<file path="config.mk">
export PLATFORM = sky130hd
export DESIGN_NAME = hazard_ctrl
export DESIGN_NICKNAME = d
export VERILOG_FILES = /design/src/rtl/hazard_ctrl.sv
export SDC_FILE = /design/constraint.sdc
export NUM_CORES = 1
export LEC_CHECK = 0
export CORE_MARGIN = 4
export CORE_UTILIZATION = 25
export CTS_BUF_LIST = sky130_fd_sc_hd__clkbuf_8
export CTS_CLUSTER_SIZE = 40
export DETAILED_ROUTE_END_ITERATION = 8
export DONT_BUFFER_PORTS = 1
export HOLD_SLACK_MARGIN = 0.1
export PLACE_DENSITY_LB_ADDON = 0.12
export SYNTH_ARGS = -nofsm -noshare
export SYNTH_HDL_FRONTEND = slang
export SYNTH_SLANG_ARGS = --single-unit
</file>
<file path="constraint.sdc">
create_clock -name clk -period 2.51 [get_ports clk]
set_input_delay 0.6275 -clock clk [delete_from_list [all_inputs] [get_ports clk]]
set_output_delay 0.6275 -clock clk [all_outputs]
set_load 0.02 [all_outputs]
</file>
<file path="src/rtl/hazard_ctrl.sv">
`default_nettype none
// ============================================================================
// Module   : hazard_ctrl
// Brief    : Pipeline hazard unit for the 5-stage core. It detects load-use
//            hazards, or applies a full interlock when forwarding is disabled.
//            It generates EX forwarding selects and flushes on taken branches.
//            A hold FSM covers multi-cycle mul/div, and the unit keeps stall
//            and flush performance counters.
// Revision : 1.0 - initial release
// ============================================================================
module hazard_ctrl #(
    parameter int REG_W  = 5,
    parameter int FWD_EN = 1,
    parameter int MD_LAT = 4,
    parameter int CNT_W  = 32
) (
    input  logic             clk,
    input  logic             rst,
    input  logic [REG_W-1:0] id_rs1,
    input  logic [REG_W-1:0] id_rs2,
    input  logic             id_rs1_used,
    input  logic             id_rs2_used,
    input  logic [REG_W-1:0] ex_rs1,
    input  logic [REG_W-1:0] ex_rs2,
    input  logic [REG_W-1:0] ex_rd,
    input  logic             ex_regwrite,
    input  logic             ex_memread,
    input  logic             ex_muldiv,
    input  logic             ex_branch_taken,
    input  logic [REG_W-1:0] mem_rd,
    input  logic             mem_regwrite,
    input  logic [REG_W-1:0] wb_rd,
    input  logic             wb_regwrite,
    output logic             pc_stall,
    output logic             ifid_stall,
    output logic             ifid_flush,
    output logic             idex_stall,
    output logic             idex_flush,
    output logic             exmem_flush,
    output logic [1:0]       fwd_a,
    output logic [1:0]       fwd_b,
    output logic             md_busy,
    output logic [CNT_W-1:0] stall_cycles,
    output logic [CNT_W-1:0] flush_count
);

    // The down-counter only has to hold MD_LAT-2 at most.
    localparam int              c_CNT_W    = (MD_LAT > 2) ? $clog2(MD_LAT - 1) : 1;
    localparam logic [c_CNT_W-1:0] c_CNT_LOAD = (MD_LAT >= 2) ? c_CNT_W'(MD_LAT - 2) : '0;
    localparam logic            c_MD_MULTI = (MD_LAT >= 2);

    localparam logic [0:0] c_IDLE = 1'b0;
    localparam logic [0:0] c_BUSY = 1'b1;

    logic [0:0]         r_state;
    logic [0:0]         w_stateNext;
    logic [c_CNT_W-1:0] r_cnt;
    logic [c_CNT_W-1:0] w_cntNext;
    logic               w_mdHold;
    logic               w_dataHazard;
    logic [1:0]         w_fwdA;
    logic [1:0]         w_fwdB;
    logic [CNT_W-1:0]   r_stallCycles;
    logic [CNT_W-1:0]   r_flushCount;

    // A source depends on a writer only if it is read, is not x0, and the writer writes it.
    function automatic logic regMatch(input logic used, input logic [REG_W-1:0] src,
                                      input logic [REG_W-1:0] wr, input logic we);
        return used && (src != '0) && (src == wr) && we;
    endfunction

    // The write-through register file means a WB writer never creates an ID hazard.
    generate
        if (FWD_EN != 0) begin : g_fwd
            assign w_dataHazard = ex_memread &&
                                  (regMatch(id_rs1_used, id_rs1, ex_rd, ex_regwrite) ||
                                   regMatch(id_rs2_used, id_rs2, ex_rd, ex_regwrite));
            // MEM is the younger result, so it takes priority over WB.
            assign w_fwdA = regMatch(1'b1, ex_rs1, mem_rd, mem_regwrite) ? 2'b10 :
                            regMatch(1'b1, ex_rs1, wb_rd,  wb_regwrite)  ? 2'b01 : 2'b00;
            assign w_fwdB = regMatch(1'b1, ex_rs2, mem_rd, mem_regwrite) ? 2'b10 :
                            regMatch(1'b1, ex_rs2, wb_rd,  wb_regwrite)  ? 2'b01 : 2'b00;
        end else begin : g_interlock
            assign w_dataHazard = regMatch(id_rs1_used, id_rs1, ex_rd,  ex_regwrite)  ||
                                  regMatch(id_rs2_used, id_rs2, ex_rd,  ex_regwrite)  ||
                                  regMatch(id_rs1_used, id_rs1, mem_rd, mem_regwrite) ||
                                  regMatch(id_rs2_used, id_rs2, mem_rd, mem_regwrite);
            assign w_fwdA = 2'b00;
            assign w_fwdB = 2'b00;
        end
    endgenerate

    // Mul/div FSM state and down-counter register.
    always_ff @(posedge clk) begin
        if (rst) begin
            r_state <= c_IDLE;
            r_cnt   <= '0;
        end else begin
            r_state <= w_stateNext;
            r_cnt   <= w_cntNext;
        end
    end

    // Next state: enter BUSY on a multi-cycle op and count down the remaining holds.
    // On the release cycle the FSM ignores ex_muldiv, because that op is the one leaving EX.
    always_comb begin
        w_stateNext = r_state;
        w_cntNext   = r_cnt;
        case (r_state)
            c_IDLE: begin
                if (ex_muldiv && c_MD_MULTI) begin
                    w_stateNext = c_BUSY;
                    w_cntNext   = c_CNT_LOAD;
                end
            end
            c_BUSY: begin
                if (r_cnt != '0) begin
                    w_cntNext = r_cnt - c_CNT_W'(1);
                end else begin
                    w_stateNext = c_IDLE;
                end
            end
            default: begin
                w_stateNext = c_IDLE;
                w_cntNext   = '0;
            end
        endcase
    end

    // FSM output: hold the pipeline on every cycle of the op except the release cycle.
    always_comb begin
        w_mdHold = 1'b0;
        case (r_state)
            c_IDLE:  w_mdHold = ex_muldiv && c_MD_MULTI;
            c_BUSY:  w_mdHold = (r_cnt != '0);
            default: w_mdHold = 1'b0;
        endcase
    end

    // Pipeline control by priority: mul/div hold, then taken branch, then data hazard.
    always_comb begin
        pc_stall    = 1'b0;
        ifid_stall  = 1'b0;
        ifid_flush  = 1'b0;
        idex_stall  = 1'b0;
        idex_flush  = 1'b0;
        exmem_flush = 1'b0;
        if (rst) begin
            pc_stall = 1'b0;
        end else if (w_mdHold) begin
            pc_stall    = 1'b1;
            ifid_stall  = 1'b1;
            idex_stall  = 1'b1;
            exmem_flush = 1'b1;
        end else if (ex_branch_taken) begin
            ifid_flush = 1'b1;
            idex_flush = 1'b1;
        end else if (w_dataHazard) begin
            pc_stall   = 1'b1;
            ifid_stall = 1'b1;
            idex_flush = 1'b1;
        end
    end

    assign fwd_a   = rst ? 2'b00 : w_fwdA;
    assign fwd_b   = rst ? 2'b00 : w_fwdB;
    assign md_busy = !rst && (r_state == c_BUSY);

    // Performance counters, free-running and wrapping at 2^CNT_W.
    always_ff @(posedge clk) begin
        if (rst) begin
            r_stallCycles <= '0;
            r_flushCount  <= '0;
        end else begin
            if (pc_stall)   r_stallCycles <= r_stallCycles + CNT_W'(1);
            if (ifid_flush) r_flushCount  <= r_flushCount + CNT_W'(1);
        end
    end

    assign stall_cycles = r_stallCycles;
    assign flush_count  = r_flushCount;

endmodule
`default_nettype wire
</file>
---- Word level (Yosys, flattened, before mapping) ----
Cells that the tools add are included.
word-level totals
  memories kept ........................... 0
  word-level logic and storage cells ...... 65
  output and inout bits ................... 75
  bits in writable memories ............... 0
  bits in read-only memories .............. 0
  register bits ........................... 67
  latch bits .............................. 0
  input port bits ......................... 45
operators by class
  multiplexer cells ....................... 25
  bitwise logic cells ..................... 1
  add/sub/neg operators ................... 3
  shifts and indexed selects .............. 0
  divide/modulo/power cells ............... 0
  equal/unequal tests ..................... 8
  $mul .................................... 0
  order comparisons ....................... 0
  reduce and logical (&&, ||, !) cells .... 24
operators with widths
  cell                     number
  $add A32 B1 Y32 const B  2
  $eq A5 B5 Y1             6
  $reduce_bool A5 Y1       4
  $logic_and A1 B1 Y1      16
  $mux W1                  16
  $mux W2                  6
  $pmux W1 S2              2
  $pmux W2 S2              1
  $ne A2 B1 Y1 const B     1
  $ne A2 B2 Y1 const B     1
  $reduce_and A2 Y1        1
  $reduce_bool A2 Y1       1
  $sub A2 B1 Y2 const B    1
  $logic_not A1 Y1         1
  $logic_or A1 B1 Y1       1
  $not A1 Y1               1

---- Depth between registers and ports, before layout ----
  depth in word-level cells ............... 10
  depth in mapped cells ................... 10
  gate-level depth less buffers ........... 8

---- Least setup slack after synthesis ----
OpenSTA, ideal clock, no wires.
  path type ............................... input port to output port
  from .................................... in id_rs1[0]
  to ...................................... out pc_stall
  stages .................................. 8
  slack ................................... -332 ps
  arrival ................................. 2214 ps
  path buffers ............................ 3
  cell sequence ........................... xnor2_1 -> nand3_1 -> a211oi_1 -> o21ai_2 -> buf_6 -> buf_6 -> a21oi_1 -> buf_4
between the ends
  word-level cells in the longest chain between the ends .. 10
  elaborated cells between the ends (all ways) .. 11
  those cells by class .................... 1 x eq/ne; 4 x mux; 6 x reduce/logical
RTL lines
  item                                line  source
  start, declared                     19    input logic [REG_W-1:0] id_rs1,
  $reduce_bool A5 Y1                  69    return used && (src != '0) && (src == wr) && we;
  $logic_and A1 B1 Y1                 69
  $logic_and A1 B1 Y1 * (2 in a row)  69
  $logic_or A1 B1 Y1 *                76    (regMatch(id_rs1_used, id_rs1, ex_rd, ex_regwrite) ||
  $logic_and A1 B1 Y1 *               75    assign w_dataHazard = ex_memread &&
  $mux W1 * (4 in a row)              --
  end, declared                       34    output logic pc_stall,
Every way passes the cells marked *; elsewhere a longest branch is shown, timed or not.

---- Worst setup path after layout ----
  from .................................... in ex_rd[3]
  to ...................................... out idex_flush
between the ends
  word-level cells in the longest chain between the ends .. 9
  elaborated cells between the ends (all ways) .. 12
  those cells by class .................... 2 x eq/ne; 4 x mux; 6 x reduce/logical
RTL lines
  item                              line  source
  start, declared                   25    input logic [REG_W-1:0] ex_rd,
  $eq A5 B5 Y1                      69
  $logic_and A1 B1 Y1 (2 in a row)  69
  $logic_or A1 B1 Y1 *              76
  $logic_and A1 B1 Y1 *             75
  $mux W1 *                         158   end else if (w_dataHazard) begin
  $mux W1 *                         155   end else if (ex_branch_taken) begin
  $mux W1 *                         150   end else if (w_mdHold) begin
  $mux W1 *                         148   if (rst) begin
  end, declared                     38    output logic idex_flush,
Marked as above.

==> results.sh <==
export IMPL_status="completed"
export IMPL_drt_total_wl_um=10600
export IMPL_ant_nets=0
export IMPL_routed_via_density=4.90
export IMPL_yosys_warnings=0
export IMPL_path_cells="xor2_1 -> nor3_1 -> and4_4 -> o211ai_1 -> a211oi_2 -> buf_4"
export IMPL_p_leak_nw=1.75
export IMPL_path_clk_slew_ns=0.08
export IMPL_placed_cell_area_mm2=0.00425
export IMPL_yosys_top_cells_area="dfxtp_1, xor2_1, mux2_2, nor2_1, xnor2_1"
export IMPL_fin_skew_ns=0.0109
export IMPL_final_util=0.297
export IMPL_ys_seq_area_frac=0.346
export IMPL_tightest_slew_ns=0.504
export IMPL_async_reset_ff_frac=0
export IMPL_fmax_ghz=0.414
export IMPL_critPathSlowestCell="and4_4"
export IMPL_required_ns=1.88
export IMPL_cts_tree="built"
export IMPL_place_detailed_hpwl_um=7640
export IMPL_final_max_slew_viol_count=0
export IMPL_htreeDepth=3
export IMPL_cts_hold_buf=0
export IMPL_clk_latency_ns=0.36
export IMPL_synth_common_cells="nor2_1, dfxtp_1, xor2_1, nor2b_1, a21oi_1"
export IMPL_cpPeakStageDelay_ns=0.27
export IMPL_ff2ff_setup_slack_ns=0.30
export IMPL_n_antenna_cell=0
export IMPL_fp_row_count=45
export IMPL_hp_class="input port to flop"
export IMPL_numCtsBuffers=9
export IMPL_synth_top_area_cell="dfxtp_1"
export IMPL_grt_max_degree=106
export IMPL_core_area_mm2=0.0152
export IMPL_cp_arrival_ns=1.79
export IMPL_final_cells=672
export IMPL_synth_most_common_cell="nor2_1"
export IMPL_num_io_pins=120
export IMPL_syn_to_final_growth_pct=16.5
export IMPL_endpoint_kind="primary output"
export IMPL_layout_drive_gt1_share=0.198
export IMPL_die_w_um=133
export IMPL_pwr_density_cell_mw_per_mm2=527
export IMPL_start_util=0.255
export IMPL_syn_avg_cell_area_um2=8.47
export IMPL_grt_pass1_wl_um=17400
export IMPL_critPathKind="input port to primary output"
export IMPL_nNetsFinal=527
export IMPL_wire_per_inst_um=15.8
export IMPL_grt_pass1_vias=3370
export IMPL_track_usage=0.123
export IMPL_max_vdd_ir_drop_uv=235
export IMPL_die_h_um=133
export IMPL_fin_crit_sh=0.961
export IMPL_grt_overflow=0
export IMPL_remaining_drc_errors=0
export IMPL_rsz0062_at_grt="no"
export IMPL_synth_flop_cell="dfxtp_1"
export IMPL_portBuffers=0
export IMPL_gp_congestion=0.734
export IMPL_fillCellCount=1627
export IMPL_synth_enable_flop_cells=0
export IMPL_clock_sinks=67
export IMPL_clockBufferDepth=2
export IMPL_synth_top_area_share=0.346
export IMPL_drt_iter0_drc=151
export IMPL_crit_path_max_fanout=3
export IMPL_cts_root_buf="clkbuf_8"
export IMPL_fin_area_mm2=0.00452
export IMPL_critPathLaunchType="input port"
export IMPL_yosysUniqueCellTypes=45
export IMPL_antenna_found_initial=0
export IMPL_synth_seq_cells=67
export IMPL_syn_cell_area_mm2=0.00388
export IMPL_drt_pass1_iterations=4
export IMPL_dieArea_mm2=0.0176
export IMPL_finalSetupViolCount=0
export IMPL_worst_slew_margin_rel=0.664
export IMPL_maxCapViolCount=0
export IMPL_synth_fp_nets=506
export IMPL_dpl_cell_count=654
export IMPL_synthCells=458
export IMPL_fin_crit_ns=2.41
export IMPL_hold_viol_final=0
export IMPL_vias=3296
[layout by cell type (no fill, tap or decap), drive strengths merged, types with 11 or more instances in the layout]
cell    n
nand3  28
xor2   34
nand4  21
nor2   71
mux2   30
dfxtp  67
and4   11
buf    37
nand2  19
a21oi  29
xnor2  24
and3   18
nor2b  33
[critical path: cells and delay by family]
kind	cells	cell delay (ns)
AO/OA/AOI/OAI	2	0.33
XOR/XNOR	1	0.14
AND/OR/NAND/NOR	2	0.51
buffers and inverters	1	0.17
[stage by stage]
step / hold slack, ns / TNS [ns] / setup slack (ns) / total power [mW]
after global placement: 0.457 / 0 / 0.0548 / 1.26
final: 0.344 / 0 / 0.0973 / 2.38
after detailed placement: 0.468 / 0 / 0.0221 / 1.27
after global routing: 0.300 / 0 / 0.00749 / 2.51
after floorplan: 0.456 / -0.131 / -0.131 / 1.25
after CTS: 0.303 / 0 / 0.0119 / 2.44
[flip-flops by register name (all words and copies together), names as in the netlist]
| signal | cells |
|---|---|
| flush_count | 32 |
| r_state | 1 |
| stall_cycles | 32 |
| r_cnt | 2 |
[cell type report]
type	count	area, um2	area share
clock buffers	10	138	0.0304
clock inverters	6	113	0.0249
inverters	6	22.5	0.00498
multi-input cells	358	2390	0.529
flip-flops and latches	67	1340	0.297
well taps	188	235	0.0520
repair buffers	37	278	0.0614
[routing by layer]
layer / up-vias / part of all wire / global-route usage
met5: - / 0 / 0
met4: 0 / 0.012 / 0.0329
met3: 10 / 0.097 / 0.0662
met2: 94 / 0.47 / 0.208
met1: 1562 / 0.42 / 0.134
li1: 1630 / - / -
[where the power goes]
part           internal (mW)  switching (mW)
Sequential              1.07          0.0164
Combinational         0.0708          0.0818
Clock                  0.687           0.454
[path summary, 6_finish.rpt]
path              cells after the start               end              from
hold / removal                        1    flush_count[3]               rst
setup / recovery                      6        idex_flush          ex_rd[3]
setup reg to reg                      7  stall_cycles[22]  stall_cycles[10]
hold reg to reg                       2          r_cnt[1]          r_cnt[1]
[kinds of logic after synthesis]
| kind of cell | share of synthesized area |
|---|---|
| AND/OR/NAND/NOR | 0.299 |
| XOR/XNOR | 0.131 |
| buffers and inverters | 0.0467 |
| adder cells (fa/ha/maj) | 0.00967 |
| multiplexers | 0.0896 |
| flip-flops | 0.346 |
| AO/OA/AOI/OAI | 0.0780 |
[timing repair]
item,CTS,global route
endpoints found under the setup margin,0,3
buffers inserted,0,2
gates resized for setup,0,1
Power figures use the tool's default switching activity.
